$ cat src/rtl/timer_pkg.sv
`default_nettype none
// ============================================================================
// Module   : timer_pkg
// Brief    : Shared state encoding, field codes and BCD limits for the timer
//            set editor.
// Revision : 1.0
// ============================================================================
package timer_pkg;

    typedef enum logic [1:0] {
        ST_IDLE      = 2'd0,
        ST_EDIT_HOUR = 2'd1,
        ST_EDIT_MIN  = 2'd2,
        ST_EDIT_SEC  = 2'd3
    } state_t;

    localparam logic [1:0] c_FIELD_HOUR = 2'd0;
    localparam logic [1:0] c_FIELD_MIN  = 2'd1;
    localparam logic [1:0] c_FIELD_SEC  = 2'd2;

    localparam logic [7:0] c_HOUR_MAX   = 8'h23;
    localparam logic [7:0] c_MINSEC_MAX = 8'h59;

endpackage : timer_pkg
`default_nettype wire

$ cat src/rtl/bcd_wrap_step.sv
`default_nettype none
// ============================================================================
// Module   : bcd_wrap_step
// Brief    : Combinational +/-1 step of a packed-BCD value wrapping 0..max.
// Revision : 1.0
// ============================================================================
module bcd_wrap_step (
    input  logic [7:0] i_value,
    input  logic [7:0] i_max,
    input  logic       i_inc,
    input  logic       i_dec,
    output logic [7:0] o_next
);

    // inc and dec together cancel out and leave the value unchanged
    always_comb begin
        o_next = i_value;
        if (i_inc && !i_dec) begin
            if (i_value == i_max)
                o_next = 8'h00;
            else if (i_value[3:0] == 4'h9)
                o_next = {i_value[7:4] + 4'h1, 4'h0};
            else
                o_next = {i_value[7:4], i_value[3:0] + 4'h1};
        end else if (i_dec && !i_inc) begin
            if (i_value == 8'h00)
                o_next = i_max;
            else if (i_value[3:0] == 4'h0)
                o_next = {i_value[7:4] - 4'h1, 4'h9};
            else
                o_next = {i_value[7:4], i_value[3:0] - 4'h1};
        end
    end

endmodule : bcd_wrap_step
`default_nettype wire

$ cat src/rtl/timer_set_editor.sv
`default_nettype none
// ============================================================================
// Module   : timer_set_editor
// Brief    : Button-driven HH:MM:SS editor producing a BCD load for the
//            count-down timer. Define TIMER_SET_AUTO_REPEAT_EN for auto-repeat.
// Revision : 1.0
// ============================================================================
module timer_set_editor
    import timer_pkg::*;
#(
    parameter int BLINK_HALF    = 25_000_000,
    parameter int REPEAT_DELAY  = 25_000_000,
    parameter int REPEAT_PERIOD = 5_000_000
) (
    input  logic       clk,
    input  logic       rst_n,
    input  logic       btn_edit,
    input  logic       btn_next,
    input  logic       btn_inc,
    input  logic       btn_dec,
    output logic [7:0] hour_bcd_out,
    output logic [7:0] minute_bcd_out,
    output logic [7:0] second_bcd_out,
    output logic       set_timer,
    output logic       editing,
    output logic [1:0] field_sel,
    output logic       blink
);

    localparam int c_BW = (BLINK_HALF > 1) ? $clog2(BLINK_HALF) : 1;
    localparam logic [c_BW-1:0] c_BLINK_LAST = c_BW'(BLINK_HALF - 1);

    if (BLINK_HALF < 1 || REPEAT_DELAY < 1 || REPEAT_PERIOD < 1) begin : g_param_check
        $error("timer_set_editor: timing parameters must be at least 1");
    end

    state_t          r_state, w_state_next;
    logic            r_edit_q, r_next_q, r_inc_q, r_dec_q;
    logic            w_edit_ev, w_next_ev, w_inc_ev, w_dec_ev;
    logic            w_in_edit, w_inc_req, w_dec_req, w_step, w_inc, w_dec;
    logic [7:0]      r_hour, r_min, r_sec;
    logic [7:0]      w_hour_nx, w_min_nx, w_sec_nx;
    logic [c_BW-1:0] r_blink_cnt;
    logic            r_blink, r_set_timer;
    logic [1:0]      w_field_sel;

    always_ff @(posedge clk or negedge rst_n) begin
        if (!rst_n) begin
            r_edit_q <= 1'b0;
            r_next_q <= 1'b0;
            r_inc_q  <= 1'b0;
            r_dec_q  <= 1'b0;
        end else begin
            r_edit_q <= btn_edit;
            r_next_q <= btn_next;
            r_inc_q  <= btn_inc;
            r_dec_q  <= btn_dec;
        end
    end

    assign w_edit_ev = btn_edit & ~r_edit_q;
    assign w_next_ev = btn_next & ~r_next_q;
    assign w_inc_ev  = btn_inc  & ~r_inc_q;
    assign w_dec_ev  = btn_dec  & ~r_dec_q;
    assign w_in_edit = (r_state != ST_IDLE);

`ifdef TIMER_SET_AUTO_REPEAT_EN
    localparam int c_RMAX = (REPEAT_DELAY > REPEAT_PERIOD) ? REPEAT_DELAY : REPEAT_PERIOD;
    localparam int c_RW   = (c_RMAX > 1) ? $clog2(c_RMAX) : 1;
    localparam logic [c_RW-1:0] c_DELAY_LAST  = c_RW'(REPEAT_DELAY - 1);
    localparam logic [c_RW-1:0] c_PERIOD_LAST = c_RW'(REPEAT_PERIOD - 1);

    logic [c_RW-1:0] r_rpt_cnt;
    logic            r_rpt_armed;
    logic            w_rpt_hold, w_rpt_step;

    // Any fresh event (including a field change or exit) restarts the hold timing
    assign w_rpt_hold = w_in_edit & (btn_inc ^ btn_dec)
                      & ~(w_edit_ev | w_next_ev | w_inc_ev | w_dec_ev);
    assign w_rpt_step = w_rpt_hold
                      & (r_rpt_cnt == (r_rpt_armed ? c_PERIOD_LAST : c_DELAY_LAST));

    always_ff @(posedge clk or negedge rst_n) begin
        if (!rst_n) begin
            r_rpt_cnt   <= '0;
            r_rpt_armed <= 1'b0;
        end else if (!w_rpt_hold) begin
            r_rpt_cnt   <= '0;
            r_rpt_armed <= 1'b0;
        end else if (w_rpt_step) begin
            r_rpt_cnt   <= '0;
            r_rpt_armed <= 1'b1;
        end else begin
            r_rpt_cnt   <= r_rpt_cnt + 1'b1;
        end
    end

    assign w_inc_req = w_inc_ev | (w_rpt_step & btn_inc);
    assign w_dec_req = w_dec_ev | (w_rpt_step & btn_dec);
`else
    assign w_inc_req = w_inc_ev;
    assign w_dec_req = w_dec_ev;
`endif

    // edit and next outrank value changes; inc+dec together is a no-op
    assign w_step = w_in_edit & ~w_edit_ev & ~w_next_ev & (w_inc_req ^ w_dec_req);
    assign w_inc  = w_step & w_inc_req;
    assign w_dec  = w_step & w_dec_req;

    bcd_wrap_step u_hour_step (
        .i_value (r_hour), .i_max (c_HOUR_MAX),   .i_inc (w_inc), .i_dec (w_dec), .o_next (w_hour_nx)
    );
    bcd_wrap_step u_min_step (
        .i_value (r_min),  .i_max (c_MINSEC_MAX), .i_inc (w_inc), .i_dec (w_dec), .o_next (w_min_nx)
    );
    bcd_wrap_step u_sec_step (
        .i_value (r_sec),  .i_max (c_MINSEC_MAX), .i_inc (w_inc), .i_dec (w_dec), .o_next (w_sec_nx)
    );

    always_ff @(posedge clk or negedge rst_n) begin
        if (!rst_n) r_state <= ST_IDLE;
        else        r_state <= w_state_next;
    end

    always_comb begin
        w_state_next = r_state;
        w_field_sel  = c_FIELD_HOUR;
        case (r_state)
            ST_IDLE: begin
                if (w_edit_ev) w_state_next = ST_EDIT_HOUR;
            end
            ST_EDIT_HOUR: begin
                w_field_sel = c_FIELD_HOUR;
                if (w_edit_ev)      w_state_next = ST_IDLE;
                else if (w_next_ev) w_state_next = ST_EDIT_MIN;
            end
            ST_EDIT_MIN: begin
                w_field_sel = c_FIELD_MIN;
                if (w_edit_ev)      w_state_next = ST_IDLE;
                else if (w_next_ev) w_state_next = ST_EDIT_SEC;
            end
            ST_EDIT_SEC: begin
                w_field_sel = c_FIELD_SEC;
                if (w_edit_ev)      w_state_next = ST_IDLE;
                else if (w_next_ev) w_state_next = ST_EDIT_HOUR;
            end
            default: w_state_next = ST_IDLE;
        endcase
    end

    always_ff @(posedge clk or negedge rst_n) begin
        if (!rst_n) begin
            r_hour      <= 8'h00;
            r_min       <= 8'h00;
            r_sec       <= 8'h00;
            r_set_timer <= 1'b0;
        end else begin
            if (w_step) begin
                case (r_state)
                    ST_EDIT_HOUR: r_hour <= w_hour_nx;
                    ST_EDIT_MIN:  r_min  <= w_min_nx;
                    ST_EDIT_SEC:  r_sec  <= w_sec_nx;
                    default:      ;
                endcase
            end
            r_set_timer <= w_in_edit & w_edit_ev & ({r_hour, r_min, r_sec} != 24'h0);
        end
    end

    // Blink restarts high whenever edit is entered or the field/value moves
    always_ff @(posedge clk or negedge rst_n) begin
        if (!rst_n) begin
            r_blink_cnt <= '0;
            r_blink     <= 1'b0;
        end else if (w_state_next == ST_IDLE) begin
            r_blink_cnt <= '0;
            r_blink     <= 1'b0;
        end else if (!w_in_edit || w_next_ev || w_step) begin
            r_blink_cnt <= '0;
            r_blink     <= 1'b1;
        end else if (r_blink_cnt == c_BLINK_LAST) begin
            r_blink_cnt <= '0;
            r_blink     <= ~r_blink;
        end else begin
            r_blink_cnt <= r_blink_cnt + 1'b1;
        end
    end

    assign hour_bcd_out   = r_hour;
    assign minute_bcd_out = r_min;
    assign second_bcd_out = r_sec;
    assign set_timer      = r_set_timer;
    assign editing        = w_in_edit;
    assign field_sel      = w_field_sel;
    assign blink          = r_blink;

endmodule : timer_set_editor
`default_nettype wire

$ cat config.mk
export PLATFORM = sky130hd
export DESIGN_NAME = timer_set_editor
export DESIGN_NICKNAME = d
export VERILOG_FILES = /design/src/rtl/timer_pkg.sv /design/src/rtl/bcd_wrap_step.sv /design/src/rtl/timer_set_editor.sv
export SDC_FILE = /design/constraint.sdc
export NUM_CORES = 1
export LEC_CHECK = 0
export ABC_AREA = 1
export CORE_UTILIZATION = 59
export CTS_CLUSTER_SIZE = 40
export DETAILED_ROUTE_END_ITERATION = 12
export PLACE_DENSITY = 0.79
export SYNTH_ARGS = -nofsm -noshare
export SYNTH_HDL_FRONTEND = slang
export SYNTH_SLANG_ARGS = --single-unit
export TNS_END_PERCENT = 100
$ cat constraint.sdc
create_clock -name clk -period 2.6 [get_ports clk]
set_clock_uncertainty 0.05 [all_clocks]
set_input_delay 0.65 -clock clk [delete_from_list [all_inputs] [get_ports clk]]
set_output_delay 0.65 -clock clk [all_outputs]
set_load 0.05 [all_outputs]
==> out/results.ini <==
[clock_tree]
clk-insertion-delay-late_ns = 0.35
cts_tree = done
path_clk_slew_ns = 0.07
ctsHoldBuffers = 0
numCtsBuffers = 9
cts_setup_buffers = 0
clock_sinks = 57
clk_path_buf_depth = 2
htree_levels = 3
cts-root-buf = clkbuf_8

[timing]
setup_violations = 0
tightest_slew_ns = 0.5085
final.period_utilization_pct = 95.00
slew-limit-headroom_pct = 65.99
slew_violations = 0
min_period_ns = 2.470
max_freq_mhz = 404.9
hold_viol_final = 0

[critical_path]
worstReg2RegStart = r_state[0]
critPathArrivalTime_ns = 1.77
worstSetupStartpointType = flip-flop
crit_path_end_kind = output pin
crit_start = r_state[0]
rr_worst_depth = 13
crit_end = editing
crit_path_top_delay_cell = clkdlybuf4s50_1
crit_chain = inv_2 > nand2_4 > clkdlybuf4s50_1
crit_type = flip-flop to output pin
rrSetupSlack_ns = 0.44
cp_max_fo = 4
cp.required_ns = 1.90
cpPeakStageDelay_ns = 0.82
r2r-end = minute_bcd_out[6]

[global_route]
grt_pass1_wl_mm = 15.19
overflow = 0
grt.met3_usage_pct = 5.015
grt_use_met1_pct = 32.94
antenna_found_initial = 0
grt_use_met2_pct = 45.60
grt_max_degree = 58
grt.busiest_layer = met2
grt_usage_pct = 26.49
grt_pass1_vias = 3579

[layout]
seqCellArea_um2 = 1426
nNetsFinal = 655
fin_area_um2 = 4807
final_common_cell = nand2_1
layout.cells.non_filler = 707
antennaDiodeCount = 0
fillers = 514
multi_input_area_um2 = 2312
area_growth_pct = 19.35
final_cell_mix = nand2_1, nor2_1, inv_1, dfrtp_1, nand3_1
drive_gt1_share_pct = 11.59

[synthesis]
yosys_warnings = 0
synthCells = 568
syn-num-nets = 598
synthSimpleGateAreaFrac_pct = 35.23
synth-seq-area-share_pct = 35.41
ys_seq_elements = 57
synth_top_cell_area_share_pct = 35.41
ys_types = 30
synthAdderAreaFrac_pct = 7.456
yosys-mux-area-fraction_pct = 0
synth_compound_area_share_pct = 6.493
postSynthAreaPerCell_um2 = 7.091
synth_top_family_by_area = simple AND/OR/NAND/NOR gates
yosysTopAreaCell = dfrtp_1
syn_area_um2 = 4028
synthTopCellsByArea = dfrtp_1, nand2_1, nor2_1
synthXorXnorAreaFrac_pct = 7.176

[routing]
vias_per_cell = 5.287
wl_per_cell_um = 12.68
wl_mm = 8.962
vias = 3738
detail_route.iter0.violations = 163
dr.pass1.iters = 7
drc = 0
antenna_left = 0

[floorplan]
die_h_um = 84.62
die-area_um2 = 7161
core_um2 = 6459
rows = 29
die_w_um = 84.62
initial_core_util_pct = 62.36
ioPinCount = 35

[placed_design]
io_buffers = 34
placed_area_um2 = 4568
dp.cells = 690
gp_congestion = 0.9960
dp_hpwl_mm = 6.755

[job]
cap_violations = 0

[pwr]
power.density_nw_per_um2 = 462.9
ir_worst_vdd_mv = 0.3088
leakagePower_uw = 0.002337

[worst_hold_path]
hp-class = input port to asynchronous set/reset pin

[outcome]
status = completed

## critical path: cells and delay by family, from the launching register on
| kind | cells | cell delay (ns) |
|---|---|---|
| buffers and inverters | 2 | 0.90 |
| DFF | 1 | 0.43 |
| and+or+nand+nor | 1 | 0.10 |
## repair_timing
action | in CTS | in global routing
resized for setup | 0 | 18
setup endpoints to repair | 0 | 26
endpoints found under the hold margin | 0 | 0
## logic make-up (layout without fill, tap and decap cells)
logic type      after synthesis  in the layout
flops                        57             57
xor+xnor                     33             33
buf+inv                      83            144
fa+ha+maj                    24             24
simple gates                323            324
compound gates               48             48
## stage by stage
step | util, % | setup WS, ns | hold WS, ns | setup TNS [ns] | power (uW)
floorplan | - | 0.2818 | 0.3044 | 0 | 1291
global placement | 70.73 | -0.2694 | 0.4049 | -5.208 | 1435
detailed placement | 70.73 | -0.3748 | 0.4102 | -7.521 | 1445
CTS | 73.69 | 0.002113 | 0.2472 | 0 | 2237
global route | 74.43 | -0.006096 | 0.2665 | -0.01255 | 2320
finish | 74.43 | 0.1300 | 0.2446 | 0 | 2225
## worst min-delay path by stage
stage / to / slack, ns / cells after the start
after floorplan: blink / 0.30 / 0
after global placement: r_blink_cnt[0] / 0.40 / 1
after detailed placement: r_blink_cnt[0] / 0.41 / 1
after CTS: hour_bcd_out[1] / 0.25 / 2
after global routing: hour_bcd_out[1] / 0.27 / 2
final: hour_bcd_out[7] / 0.24 / 2
## Yosys cell counts
cell / n
nand2_1: 161
nor2_1: 85
inv_1: 71
dfrtp_1: 57
nand3_1: 41
o21ai_0: 35
ha_1: 24
xor2_1: 22
xnor2_1: 11
nor2_2: 8
nand4_1: 7
nand2_4: 5
nor2_4: 5
o211ai_1: 4
buf_2: 3
clkbuf_1: 3
inv_2: 3
nand2_2: 3
o21bai_1: 3
o22ai_1: 3
a21oi_1: 2
buf_6: 2
nand3b_1: 2
nor3_1: 2
and2_1: 1
clkbuf_2: 1
nand3b_2: 1
nor3_4: 1
o21ai_1: 1
or2_1: 1
## layer usage
metal	vias to the layer above	routed length, um	part of all wire (%)
li1	1878	-	-
met4	0	124	1.4
met2	98	4324	48
met5	-	0	0
met1	1749	4165	46
met3	13	348	3.9
## registers in the layout (all words and copies together), names as in the netlist
name and flops:
r_blink_cnt 25, hour_bcd_out 8, minute_bcd_out 8, second_bcd_out 8
r_state 2, blink 1, r_dec_q 1, r_edit_q 1
r_inc_q 1, r_next_q 1, set_timer 1
## cell type report
cell class	instances	share of cell area, %
Multi-Input combinational cell	429	48.10
Sequential cell	57	29.67
Timing Repair Buffer	54	10.46
Inverter	74	5.778
Clock buffer	12	3.436
Tap cell	77	2.004
Clock inverter	4	0.5466
## power breakdown
part           leakage, uW  internal [uW]  total [uW]  switching, uW
clock network    0.0000984            421         786            365
registers         0.000737            921         966           44.8
logic              0.00150            161         473            312
total              0.00234           1500        2230            722
No activity file was read; power rests on OpenSTA's default activity.
